===== src/rtl/mips_pkg.sv =====
// Shared MIPS core encodings: ALU control codes seen by the decoder and the
// HI/LO multiply/divide sequencer, plus the sequencer state encoding.
package mips_pkg;

    localparam int XLEN = 32;

    localparam logic [4:0] CONTROL_MULT  = 5'b10000;
    localparam logic [4:0] CONTROL_MULTU = 5'b10001;
    localparam logic [4:0] CONTROL_DIV   = 5'b10010;
    localparam logic [4:0] CONTROL_DIVU  = 5'b10011;
    localparam logic [4:0] CONTROL_MTLO  = 5'b10101;
    localparam logic [4:0] CONTROL_MTHI  = 5'b10110;

    typedef enum logic [1:0] {
        ST_IDLE   = 2'd0,
        ST_RUN    = 2'd1,
        ST_COMMIT = 2'd2
    } muldiv_state_t;

endpackage


===== src/rtl/muldiv_iter.sv =====
// One unsigned iteration of shift-add multiply or restoring divide.
// Latency: combinational, no state.
// Backpressure: none; the caller decides when to register acc_nxt.
module muldiv_iter #(
    parameter int XLEN = 32
) (
    input  logic              is_div,
    input  logic [2*XLEN-1:0] acc,
    input  logic [XLEN-1:0]   opnd,
    output logic [2*XLEN-1:0] acc_nxt
);

    logic [XLEN:0]   sum;
    logic [XLEN:0]   r_sh;
    logic [XLEN-1:0] diff;

    // Multiply: acc = {partial product, remaining multiplier bits}.
    // Divide:   acc = {partial remainder, remaining dividend / quotient bits}.
    always_comb begin
        sum  = {1'b0, acc[2*XLEN-1:XLEN]} + (acc[0] ? {1'b0, opnd} : '0);
        r_sh = acc[2*XLEN-1:XLEN-1];
        diff = r_sh[XLEN-1:0] - opnd;
        if (is_div) begin
            if (r_sh >= {1'b0, opnd}) acc_nxt = {diff, acc[XLEN-2:0], 1'b1};
            else                      acc_nxt = {r_sh[XLEN-1:0], acc[XLEN-2:0], 1'b0};
        end else begin
            acc_nxt = {sum, acc[XLEN-1:1]};
        end
    end

endmodule


===== src/rtl/hilo_muldiv_ctrl.sv =====
// HI/LO owner: sequences MULT/MULTU/DIV/DIVU and services MTHI/MTLO.
// Latency: mul/div result written 33 edges after accept; MTHI/MTLO at the accept edge.
// Backpressure: busy high while running; start is ignored (not queued) while busy.
module hilo_muldiv_ctrl #(
    parameter int XLEN = mips_pkg::XLEN
) (
    input  logic            clk,
    input  logic            reset,
    input  logic            start,
    input  logic [4:0]      alu_control,
    input  logic [XLEN-1:0] op_a,
    input  logic [XLEN-1:0] op_b,
    output logic            busy,
    output logic            done,
    output logic [XLEN-1:0] hi,
    output logic [XLEN-1:0] lo
);
    import mips_pkg::*;

    localparam int CW = $clog2(XLEN);

    muldiv_state_t     state;
    logic              is_div, neg_res, neg_rem, div_zero;
    logic [XLEN-1:0]   opnd;
    logic [2*XLEN-1:0] acc, acc_nxt;
    logic [CW-1:0]     cnt;

    logic              is_md, is_signed, a_neg, b_neg;
    logic [XLEN-1:0]   mag_a, mag_b, quot_fix, rem_fix;
    logic [2*XLEN-1:0] prod_fix;

    // Plain two's-complement negate, so the most negative value maps to itself.
    always_comb begin
        is_md     = (alu_control == CONTROL_MULT) || (alu_control == CONTROL_MULTU) ||
                    (alu_control == CONTROL_DIV)  || (alu_control == CONTROL_DIVU);
        is_signed = (alu_control == CONTROL_MULT) || (alu_control == CONTROL_DIV);
        a_neg     = is_signed & op_a[XLEN-1];
        b_neg     = is_signed & op_b[XLEN-1];
        mag_a     = a_neg ? -op_a : op_a;
        mag_b     = b_neg ? -op_b : op_b;
        prod_fix  = neg_res ? -acc : acc;
        quot_fix  = neg_res ? -acc[XLEN-1:0] : acc[XLEN-1:0];
        rem_fix   = neg_rem ? -acc[2*XLEN-1:XLEN] : acc[2*XLEN-1:XLEN];
    end

    muldiv_iter #(.XLEN(XLEN)) u_iter (
        .is_div  (is_div),
        .acc     (acc),
        .opnd    (opnd),
        .acc_nxt (acc_nxt)
    );

    always_ff @(posedge clk or negedge reset) begin
        if (!reset) begin
            state    <= ST_IDLE;
            busy     <= 1'b0;
            done     <= 1'b0;
            hi       <= '0;
            lo       <= '0;
            cnt      <= '0;
            acc      <= '0;
            opnd     <= '0;
            is_div   <= 1'b0;
            neg_res  <= 1'b0;
            neg_rem  <= 1'b0;
            div_zero <= 1'b0;
        end else begin
            done <= 1'b0;
            case (state)
                ST_IDLE: begin
                    if (start && is_md) begin
                        is_div   <= alu_control[1];
                        acc      <= {{XLEN{1'b0}}, (alu_control[1] ? mag_a : mag_b)};
                        opnd     <= alu_control[1] ? mag_b : mag_a;
                        neg_res  <= a_neg ^ b_neg;
                        neg_rem  <= a_neg;
                        div_zero <= alu_control[1] && (op_b == '0);
                        cnt      <= '0;
                        busy     <= 1'b1;
                        state    <= ST_RUN;
                    end else if (start && alu_control == CONTROL_MTHI) begin
                        hi <= op_a;
                    end else if (start && alu_control == CONTROL_MTLO) begin
                        lo <= op_a;
                    end
                end
                ST_RUN: begin
                    acc <= acc_nxt;
                    cnt <= cnt + 1'b1;
                    if (cnt == CW'(XLEN-1)) state <= ST_COMMIT;
                end
                ST_COMMIT: begin
                    // A zero divisor still costs full latency but leaves HI/LO intact.
                    if (!div_zero) begin
                        if (is_div) begin
                            hi <= rem_fix;
                            lo <= quot_fix;
                        end else begin
                            hi <= prod_fix[2*XLEN-1:XLEN];
                            lo <= prod_fix[XLEN-1:0];
                        end
                    end
                    done  <= 1'b1;
                    busy  <= 1'b0;
                    state <= ST_IDLE;
                end
                default: state <= ST_IDLE;
            endcase
        end
    end

endmodule


===== config.mk =====
export PLATFORM = sky130hd
export DESIGN_NAME = hilo_muldiv_ctrl
export DESIGN_NICKNAME = d
export VERILOG_FILES = /design/src/rtl/mips_pkg.sv /design/src/rtl/muldiv_iter.sv /design/src/rtl/hilo_muldiv_ctrl.sv
export SDC_FILE = /design/constraint.sdc
export NUM_CORES = 1
export LEC_CHECK = 0
export CAP_MARGIN = 20
export CORE_MARGIN = 10
export CORE_UTILIZATION = 40
export DETAILED_ROUTE_END_ITERATION = 7
export HOLD_SLACK_MARGIN = 0.06
export PLACE_DENSITY_LB_ADDON = 0.25
export SYNTH_ARGS = -nofsm -noshare
export SYNTH_HDL_FRONTEND = slang
export SYNTH_HIERARCHICAL = 1
export SYNTH_SLANG_ARGS = --single-unit

===== constraint.sdc =====
create_clock -name clk -period 9.4 [get_ports clk]
set_input_delay 2.82 -clock clk [delete_from_list [all_inputs] [get_ports clk]]
set_output_delay 2.82 -clock clk [all_outputs]
set_load 0.01 [all_outputs]

==> metrics.md, run 1 <==
| Metric | Value |
|---|---|
| Post-synth ARST share | 100.0% |
| Worst hold stages | 2 |
| Cell family with most CP delay | buffers and inverters |
| Row count | slightly above 70 |
| Worst R2R Path Depth | 14 |
| Inserted Diodes | 0 |
| Post-CTS Setup Inserts | 0 |
| Drt total wl | roughly 65 mm |
| Hold Slack | 481.5 ps |
| Slew Limit Fails | 0 |
| Status | finished, final reports clean |
| H-tree Lvls | 4 |
| Wire per inst | between 20 and 30 um |
| Buf/Inv on CP | 4 |
| Startpoint types | input port |
| CTS Sinks | roughly 170 |
| Layout fillers | 3784 |
| Final clock skew | 17.71 ps |
| Area occupied by multi-input gates | 10600 sq um |
| Global routing met3 resource utilization | 5.326% |
| Worst Min Path Start | lo[8]$_DFFE_PN0P_ |
| Via-to-Cell Ratio | 6.349 |
| Critical path fanouts, max | between 50 and 60 |
| Reg clk slew, reported paths | 70 ps |
| Root Buffer Master | clkbuf_16 |
| Storage element area | 4333 sq um |
| IO Pins | 138 |
| FF-to-FF Start | acc[0]$_DFFE_PN0P_ |
| Area contributors post-synth | dfrtp_1, xnor2_1, ha_1 |
| Chip height | 217.6 um |
| Largest net degree at the start of global routing | 73 |
| Max Freq | 0.1777 GHz |
| Max-Cap Viols | 0 |
| GRT overflow | 0 |
| Synth top area share | 27.73% |
| Global-route wire length before repair | 97.07 mm |
| Worst R2R End | acc[59]$_DFFE_PN0P_ |
| CP required | roughly 9800 ps |
| Seq cells post-synth | 173 |
| Max Root-Sink Buffers | 2 |
| IO buf count | 137 |
| Antenna viol nets, final | 0 |
| Nets | 2160 |
| EDFF count, synth | 0 |
| Library cells used by synthesis | 89 |
| CP Cell Sequence | clkdlybuf4s50_1 -> buf_4 -> clkinv_1 -> nand4_1 -> nand2_1 -> nand2_1 -> buf_4 -> nor2_1 -> a221oi_1 |
| Pre-CTS WS | 3340 ps |
| Post-CTS Hold Buffers | 0 |
| Fin worst setup slack | 3772 ps |
| Ys flop type | dfrtp_1 |
| Lkg Pwr | 0.007442 uW |
| Area grow syn2layout | 15.28% |
| Sequential element share of the synthesized area | 27.73% |
| Final period util | between 50% and 60% |
| Post-synth top area cell | dfrtp_1 |
| Yosys warnings | 6 |
| RSZ-0062 raised after global routing | false |
| Worst min-delay path category | reg2reg |
| WS Path Type | in2reg |
| FF-to-FF setup slack | 5080 ps |
| DP HPWL | about 50 mm |
| Total core area | just under 40000 sq um |
| Chip Width | 217.6 um |
| CTS tree | yes |
| Vias in the first global route | roughly 15k |
| Initial antenna violation count | 0 |
| Met1 Track Usage GR | 36.90% |
| Max_slew headroom | approximately 27% |
| # DRC | 0 |
| Pre-Repair DR Iteration Count | 6 |
| Minimum clock period | roughly 5600 ps |
| GRT Total Usage | 26.67% |
| Mapped Nets | around 2.1k |
| Final hold vios | 0 |
| Die area | ~47000 sq um |
| GP Congestion | ~0.94 |
| Num CTS Buffers | 17 |
| DR iter-0 viols | 2091 |
| Worst slew pin tran | 1081 ps |
| Met2 usage | 40.86% |
| DR vias | 16.17k |
| Synthesized area | around 16000 sq um |
| Post_cts resized | 0 |
| Maximum vdd drop | 0.1675 mV |
| Final setup fails | 0 |
| Min-Delay Endpoint | lo[8]$_DFFE_PN0P_ |
| Post-Syn Instances | 1955 |
| Skew-Pair Late Insertion Delay | 480 ps |
| Setup TNS | 0 ps |
| Slowest cell on crit path | clkinv_1 |
| Initial Utilization | 40.40% |
| CP endpoint kind | flop |
| Layout cell share with drive strength beyond 1 | 6.456% |
| Crit-path max cell delay | 590 ps |
| Grt peak-use layer | met2 |
| Critical Path AT | 6000 ps |
| Syn avg cell area | 7.986 sq um |
| PwrDens | around 320 nW/um^2 |
power breakdown:
part           switching (uW)  internal (uW)  leakage [uW]
clock network             370            407      0.000299
logic                    1960           1510       0.00492
registers                 579            991       0.00223
how the worst max path moves through the flow:
stage	startpoint	to	slack, ps	cells past startpoint
final	alu_control[1]	hi[14]$_DFFE_PN0P_	3770	9
after floorplan	op_b[17]	acc[29]$_DFFE_PN0P_	4530	7
after detailed placement	alu_control[1]	hi[24]$_DFFE_PN0P_	3340	9
after global placement	alu_control[1]	hi[12]$_DFFE_PN0P_	3360	9
after global routing	alu_control[1]	hi[14]$_DFFE_PN0P_	3510	9
after CTS	alu_control[1]	hi[14]$_DFFE_PN0P_	3830	9
metal layers:
metal	vias to the layer above	wire, um
li1	7373	-
met1	7924	28800
met2	771	28860
met3	103	5356
met4	0	1860
met5	-	0
Yosys cell counts (4+ instances only):
| master | instances |
|---|---|
| nor4_1 | 25 |
| a21oi_1 | 157 |
| clkbuf_1 | 101 |
| nand4b_1 | 5 |
| a31oi_1 | 20 |
| ha_1 | 70 |
| nand2b_1 | 12 |
| o221ai_1 | 34 |
| or3_1 | 21 |
| a22o_1 | 38 |
| o31ai_1 | 43 |
| and4_1 | 4 |
| dfrtp_1 | 173 |
| o22ai_1 | 12 |
| nor2_1 | 180 |
| nand3_1 | 39 |
| and3_1 | 17 |
| a221o_1 | 7 |
| a31o_2 | 7 |
| buf_1 | 7 |
| inv_1 | 70 |
| o21bai_1 | 8 |
| mux2_2 | 39 |
| nand2_1 | 180 |
| nor2b_1 | 9 |
| o41ai_1 | 21 |
| xnor2_1 | 102 |
| o21ai_0 | 145 |
| and2_1 | 42 |
| nand4_1 | 20 |
| o211ai_1 | 7 |
| xor2_1 | 61 |
| a221oi_1 | 10 |
| o21a_1 | 13 |
| a21o_1 | 45 |
| or2_2 | 7 |
| nor4b_1 | 4 |
| or4_1 | 13 |
| a211oi_1 | 11 |
| a22oi_1 | 34 |
| mux2i_1 | 30 |
| nor3_1 | 38 |
cell type report:
cell class                      count  share of cell area [%]
Multi-Input combinational cell   1598                   58.89
Sequential cell                   173                   24.08
Timing Repair Buffer              154                   8.447
Tap cell                          518                   3.601
Clock buffer                       17                   2.364
Inverter                           72                   1.502
Clock inverter                     15                   1.119
cell families (layout without fill, tap and decap cells):
family | count (synthesis) | count (layout) | synth area share, %
AO/OA/AOI/OAI | 655 | 655 | 27.92
AND/OR/NAND/NOR | 639 | 639 | 20.08
buffers and inverters | 184 | 258 | 4.528
flip-flops | 173 | 173 | 27.73
XOR/XNOR | 163 | 163 | 9.144
adder cells (fa/ha/maj) | 72 | 72 | 5.866
multiplexers | 69 | 69 | 4.736
flip-flops by register name, indices dropped and copies added (netlist names), 2 cells and up:
register / count
acc: 64
hi: 32
lo: 32
opnd: 32
cnt: 5
state: 2
cells in the final DEF (no fill, tap or decap), drive strengths merged, types with 39 or more instances in the layout:
cell type	instances
nand2	180
and2	44
nor2	180
inv	78
a21o	45
ha	70
dfrtp	173
o21ai	149
xnor2	102
a21oi	158
xor2	61
mux2	39
nand3	40
o31ai	43
clkdlybuf4s50	136
per-stage QoR:
step / total power, uW / utilization (%) / area, sq um / cells
floorplan: 3800 / - / 15610 / 1955
detailed placement: 4942 / 44.88 / 17340 / 2514
finish: 5825 / 46.57 / 18000 / 2547
global route: 6178 / 46.57 / 18000 / 2547
global placement: 4904 / 44.88 / 17340 / 2514
CTS: 5736 / 46.50 / 17970 / 2546
worst register-to-register path: stages (launching register included):
cell and delay, ps:
dfrtp_1 520, buf_4 320, and2_1 190, ha_1 230, fa_1 410, a21o_1 210
a211oi_2 260, and4bb_1 250, o211ai_2 270, a211oi_2 200, o211ai_2 170, or4b_1 460
and4_1 210, a221o_1 290, a22o_1 210
Power figures use the tool's default switching activity.
==> run 2, diff against run 1 <==
- clock period: 9.4 -> 4.75 ns (I/O delays scaled with it)
==> metrics.md, run 2 (same netlist as run 1, synthesis figures left out) <==
| Metric | Value |
|---|---|
| Status | finished, final reports clean |
| Post-CTS Hold Buffers | 0 (unchanged) |
| Skew-Pair Late Insertion Delay | 460 ps (-20 ps) |
| Drt total wl | 65.25 mm (+0.58%) |
| # DRC | 0 (unchanged) |
| Worst min-delay path category | reg2reg |
| Chip Width | 217.6 um (unchanged) |
| RSZ-0062 raised after global routing | false |
| Grt peak-use layer | met2 |
| Fin worst setup slack | 486.3 ps (-3285 ps) |
| CP endpoint kind | flop |
| PwrDens | 634.0 nW/um^2 (+96%) |
| Slew Limit Fails | 0 (unchanged) |
| GRT overflow | 0 (unchanged) |
| Minimum clock period | 4264 ps |
| Met2 usage | 41.75% (+0.89 points) |
| Seq pwr share | 24.8% (-2.1 points) |
| DR vias | 16.52k (+2.1%) |
| CTS tree | yes |
| CTS Sinks | 173 (unchanged) |
| CP Cell Sequence | ha_1 -> o21ai_0 -> a21oi_1 -> o31ai_1 -> o21a_1 -> o21ai_1 -> nand3_1 -> and2_2 -> a2111oi_0 -> o22ai_1 -> a22o_1 |
| Die area | 47330 sq um (unchanged) |
| Lkg Pwr | 0.007632 uW (+2.6%) |
| Final Cell Area | 18270 sq um (+1.5%) |
| WS Path Type | reg2reg |
| GP Congestion | 0.9554 (+1.1%) |
| Max_slew headroom | 34.76% (+7.5 points) |
| Cell Area, Placed | 17670 sq um (+1.9%) |
| Largest Register | acc |
| CP required | 5100 ps (-4670 ps) |
| FF-to-FF Start | acc[35]$_DFFE_PN0P_ |
| Slowest cell on crit path | a2111oi_0 |
| Worst R2R Path Depth | 11 (-3) |
| Layout fillers | 3781 (-0.079%) |
| Final hold vios | 0 (unchanged) |
| Largest net degree at the start of global routing | 93 (+27%) |
| Post-CTS Setup Inserts | 0 (unchanged) |
| Storage element area | 4333 sq um (unchanged) |
| Total core area | 38650 sq um (unchanged) |
| Final Power | 11580 uW (+99%) |
| IO buf count | 137 (unchanged) |
| Reg clk slew, reported paths | 80 ps (about the same) |
| Worst R2R End | acc[60]$_DFFE_PN0P_ |
| Inserted Diodes | 0 (unchanged) |
| Critical Path AT | 4610 ps (-1390 ps) |
| DR iter-0 viols | 1678 (-20%) |
| Worst Min Path Start | lo[23]$_DFFE_PN0P_ |
| Wire per inst | 25.20 um (-1.1%) |
| Maximum vdd drop | 0.2904 mV (+73%) |
| Via-to-Cell Ratio | 6.380 (+0.49%) |
| Root Buffer Master | clkbuf_16 |
| Vias in the first global route | 15.76k (+3.8%) |
| Max Freq | 0.2345 GHz |
| Post_cts resized | 0 (unchanged) |
| FF-to-FF setup slack | 490 ps (-4590 ps) |
| Min-Delay Endpoint | lo[23]$_DFFE_PN0P_ |
| Row count | 72 (unchanged) |
| Int Power | 5825 uW (+100%) |
| Worst slew pin tran | 978.6 ps (-102.3 ps) |
| Final period util | 89.76% |
| Max-Cap Viols | 0 (unchanged) |
| Area grow syn2layout | 17.04% |
| H-tree Lvls | 4 (unchanged) |
| Gate power share | 62.3% (+2.6 points) |
| Antenna viol nets, final | 0 (unchanged) |
| Final Util | 47.28% (+0.71 points) |
| Net switching fraction of the power | 49.72% (-0.28 points) |
| Sw power | 5760 uW (+98%) |
| GRT Total Usage | 26.82% (+0.15 points) |
| Startpoint types | flop |
| Crit-path max cell delay | 700 ps (+110 ps) |
| IO Pins | 138 (unchanged) |
| Global routing met3 resource utilization | 5.687% (+0.36 points) |
| Critical path fanouts, max | 14 (-73%) |
| DP HPWL | 50.63 mm (+1.7%) |
| Pre-Repair DR Iteration Count | 6 (unchanged) |
| Final setup fails | 0 (unchanged) |
| Leading cell type in the layout, fill and taps excluded | nor2_1 |
| Final clock skew | 12.87 ps (-4.844 ps) |
| Max Root-Sink Buffers | 2 (unchanged) |
| Pre-CTS WS | 518.4 ps (-2821 ps) |
| Initial Utilization | 40.40% (unchanged) |
| Chip height | 217.6 um (unchanged) |
| Initial antenna violation count | 2 (+2) |
| Met1 Track Usage GR | 36.59% (-0.31 points) |
| Clk pwr share | 12.9% (-0.4 points) |
| Worst hold stages | 1 (-1) |
| Largest register FFs | 64 (unchanged) |
| Setup TNS | 0 ps (unchanged) |
| Global-route wire length before repair | 98.50 mm (+1.5%) |
| Num CTS Buffers | 17 (unchanged) |
| Layout cell share with drive strength beyond 1 | 8.353% (+1.9 points) |
| Area occupied by multi-input gates | 10590 sq um (about the same) |
| Commonest non-fill, non-tap cells in the layout | nor2_1, nand2_1, dfrtp_1 |
| Nets | 2202 (+1.9%) |
==> run 2: changes by cell type in the layout (fill, tap and decap cells not counted) <==
cell,delta
nand2_4,-1
clkinv_8,-1
bufinv_16,-1
buf_16,-1
buf_4,+42
clkinvlp_4,-1
clkinv_4,+3
buf_12,+1
nand2_2,+1
==> run 2: power by group through the flow <==
| stage | combinational [uW] | clock [uW] | sequential [uW] |
|---|---|---|---|
| after floorplan | 4960 | 0 | 2560 |
| after global placement | 6970 | 0 | 2860 |
| after detailed placement | 7040 | 0 | 2870 |
| after CTS | 7080 | 1500 | 2850 |
| after global routing | 7850 | 1550 | 2930 |
| final | 7220 | 1490 | 2880 |
==> run 2: per-layer routing <==
layer | wire (um) | share of wire (%)
met2 | 29230 | 45
met5 | 20 | 0.031
met3 | 5872 | 9.0
met4 | 1645 | 2.5
met1 | 28490 | 44
==> run 2: cell type report <==
cell class              instances  share of cell area [%]
clock buffers                  17                   2.328
well taps                     518                   3.547
clock inverters                15                  0.9518
flip-flops and latches        173                   23.71
multi-input cells            1598                   57.98
repair buffers                196                   10.00
inverters                      72                   1.479
==> run 2: worst max-delay path by stage <==
stage / startpoint / endpoint / slack, ps / cells past startpoint
after CTS: acc[35]$_DFFE_PN0P_ / acc[46]$_DFFE_PN0P_ / 710 / 12
after detailed placement: op_b[15] / acc[29]$_DFFE_PN0P_ / 520 / 8
after global placement: op_b[15] / acc[29]$_DFFE_PN0P_ / 590 / 8
after floorplan: acc[0]$_DFFE_PN0P_ / acc[59]$_DFFE_PN0P_ / 1160 / 14
final: acc[35]$_DFFE_PN0P_ / acc[60]$_DFFE_PN0P_ / 490 / 11
after global routing: acc[35]$_DFFE_PN0P_ / acc[60]$_DFFE_PN0P_ / 370 / 11
==> run 2: worst max-delay path: cells and delay by family, from the launching register on <==
family	cells	cell delay, ps
flip-flops	1	540
adder cells (fa/ha/maj)	1	450
AND/OR/NAND/NOR	2	790
AO/OA/AOI/OAI	8	2370
==> run 2: through the flow <==
stage / cells / hold WS, ps
after floorplan: 1955 / 463.7
after global placement: 2557 / 464.8
after detailed placement: 2557 / 469.0
after CTS: 2589 / 485.7
after global routing: 2589 / 510.7
final: 2589 / 483.8
==> run 3, diff against run 2 <==
- CORE_MARGIN: 10 -> 3
- clock period: 4.75 -> 5.4 ns (I/O delays scaled with it)
==> metrics.md, run 3 (same netlist as run 1, synthesis figures left out) <==
| Metric | Value |
|---|---|
| Status | finished, final reports clean |
| Total core area | 38110 sq um (-1.4%) |
| IO Pins | 138 (unchanged) |
| Worst slew pin tran | 1096 ps (+117.6 ps) |
| Pre-Repair DR Iteration Count | 8 (+2) |
| Nets | 2179 (-1.0%) |
| Critical path fanouts, max | 33 (+19) |
| Startpoint types | flop |
| Initial Utilization | 40.97% (+0.57 points) |
| Maximum vdd drop | 0.3044 mV (+4.8%) |
| Cell Area, Placed | 17490 sq um (-1.0%) |
| Minimum clock period | 4247 ps (-17.06 ps) |
| Drt total wl | 61.99 mm (-5.0%) |
| Final period util | 78.64% (-11 points) |
| IO buf count | 137 (unchanged) |
| Largest Register | acc |
| Chip Width | 203.6 um (-6.4%) |
| DR vias | 16.16k (-2.1%) |
| Worst min-delay path category | reg2reg |
| Max-Cap Viols | 0 (unchanged) |
| Area grow syn2layout | 15.76% |
| CTS tree | yes |
| Row count | 71 (-1.4%) |
| Global-route wire length before repair | 92.57 mm (-6.0%) |
| Final setup fails | 0 (unchanged) |
| Wire per inst | 24.21 um (-3.9%) |
| Setup TNS | 0 ps (unchanged) |
| Root Buffer Master | clkbuf_16 |
| Post_cts resized | 0 (unchanged) |
| Antenna viol nets, final | 0 (unchanged) |
| RSZ-0062 raised after global routing | false |
| GP Congestion | 0.9571 (+0.18%) |
| Lkg Pwr | 0.007503 uW (-1.7%) |
| Max Freq | 0.2355 GHz (+0.40%) |
| DR iter-0 viols | 1748 (+4.2%) |
| Num CTS Buffers | 17 (unchanged) |
| H-tree Lvls | 4 (unchanged) |
| # DRC | 0 (unchanged) |
| Final hold vios | 0 (unchanged) |
| CP Cell Sequence | and2_1 -> ha_1 -> fa_1 -> a21o_1 -> a211oi_2 -> and4bb_1 -> o211ai_2 -> a211oi_2 -> o211ai_2 -> or4b_1 -> and4_1 -> a221o_1 -> a22o_1 |
| DP HPWL | 47.94 mm (-5.3%) |
| Slew Limit Fails | 0 (unchanged) |
| Finished Layout Cells | 2560 (-1.1%) |
| Via-to-Cell Ratio | 6.314 (-1.0%) |
| Commonest non-fill, non-tap cells in the layout | nand2_1, nor2_1, dfrtp_1 |
| Crit-path max cell delay | 740 ps (+40 ps) |
| CP endpoint kind | flop |
| Final clock skew | 13.81 ps (+0.9402 ps) |
| Post-CTS Setup Inserts | 0 (unchanged) |
| Largest net degree at the start of global routing | 93 (unchanged) |
| Seq pwr share | 26.5% (+1.7 points) |
| CTS Sinks | 173 (unchanged) |
| Initial antenna violation count | 0 (-2) |
| Int Power | 5080 uW (-13%) |
| Clk pwr share | 12.7% (-0.2 points) |
| Final Cell Area | 18070 sq um (-1.1%) |
| Placed cell count | 2527 (-1.2%) |
| Net switching fraction of the power | 49.69% (about the same) |
| GRT overflow | 0 (unchanged) |
| Largest register FFs | 64 (unchanged) |
| Post-CTS Hold Buffers | 0 (unchanged) |
| Slowest cell on crit path | dfrtp_1 |
| PwrDens | 558.8 nW/um^2 (-12%) |
| Critical Path AT | 4600 ps (about the same) |
| Chip height | 203.6 um (-6.4%) |
| CP required | 5750 ps (+650 ps) |
| Vias in the first global route | 15.02k (-4.7%) |
| Die area | 41440 sq um (-12%) |
| Max Root-Sink Buffers | 2 (unchanged) |
| Skew-Pair Late Insertion Delay | 470 ps (about the same) |
| Reg clk slew, reported paths | 70 ps (about the same) |
| Gate power share | 60.8% (-1.5 points) |
| Layout cell share with drive strength beyond 1 | 7.227% (-1.1 points) |
| GRT Total Usage | 29.09% (+2.3 points) |
| Sw power | 5018 uW (-13%) |
| WS Path Type | reg2reg |
| Max_slew headroom | 26.25% (-8.5 points) |
[run 3: routing by layer]
metal  part of all wire [%]  global-route usage (%)  up-vias
met3                    8.9                   5.491      125
met1                     44                   41.91     7842
met5                      0                       0        -
met4                    4.5                   12.68        0
li1                       -                       -     7403
met2                     43                   42.41      794
[run 3: power groups by stage]
stage	clock network, uW	registers [uW]	logic [uW]
final	1280	2680	6140
after global routing	1340	2720	6670
after CTS	1290	2650	6030
after detailed placement	0	2670	5990
after global placement	0	2660	5930
after floorplan	0	2250	4370
[run 3: final cells by class]
| cell class | instances | area, sq um |
|---|---|---|
| Antenna cell | 1 | 2.502 |
| Clock buffer | 21 | 470.5 |
| Clock inverter | 11 | 105.1 |
| Fill cell | 3706 | 20040 |
| Inverter | 72 | 270.3 |
| Multi-Input combinational cell | 1598 | 10600 |
| Sequential cell | 173 | 4333 |
| Tap cell | 511 | 639.4 |
| Timing Repair Buffer | 173 | 1655 |
[run 3: critical path: cells and delay by family (launching register included)]
kind / cells / cell delay (ps)
flip-flops: 1 / 740
AND/OR/NAND/NOR: 4 / 1220
AO/OA/AOI/OAI: 7 / 1540
adder cells (fa/ha/maj): 2 / 630
[run 3: worst paths after layout]
kind                               startpoint                   to  slack [ps]  depth (start not counted)
min in group asynchronous               reset    lo[0]$_DFFE_PN0P_        1200                          1
setup / recovery           acc[0]$_DFFE_PN0P_  acc[59]$_DFFE_PN0P_        1150                         13
max in group asynchronous               reset  acc[59]$_DFFE_PN0P_        3190                          2
setup reg to reg           acc[0]$_DFFE_PN0P_  acc[59]$_DFFE_PN0P_        1150                         13
hold / removal              lo[1]$_DFFE_PN0P_    lo[1]$_DFFE_PN0P_         480                          2
hold reg to reg             lo[1]$_DFFE_PN0P_    lo[1]$_DFFE_PN0P_         480                          2
[run 3: through the flow]
stage / power (uW) / worst slack (ps) / hold WS, ps / util, %
2_1_floorplan: 6616 / 1727 / 463.7 / -
3_3_place_gp: 8585 / 992.7 / 463.7 / 45.85
3_5_place_dp: 8663 / 977.6 / 469.9 / 45.90
4_1_cts: 9958 / 1193 / 484.2 / 47.41
5_1_grt: 10730 / 912.1 / 509.1 / 47.41
6_report: 10100 / 1153 / 483.5 / 47.42
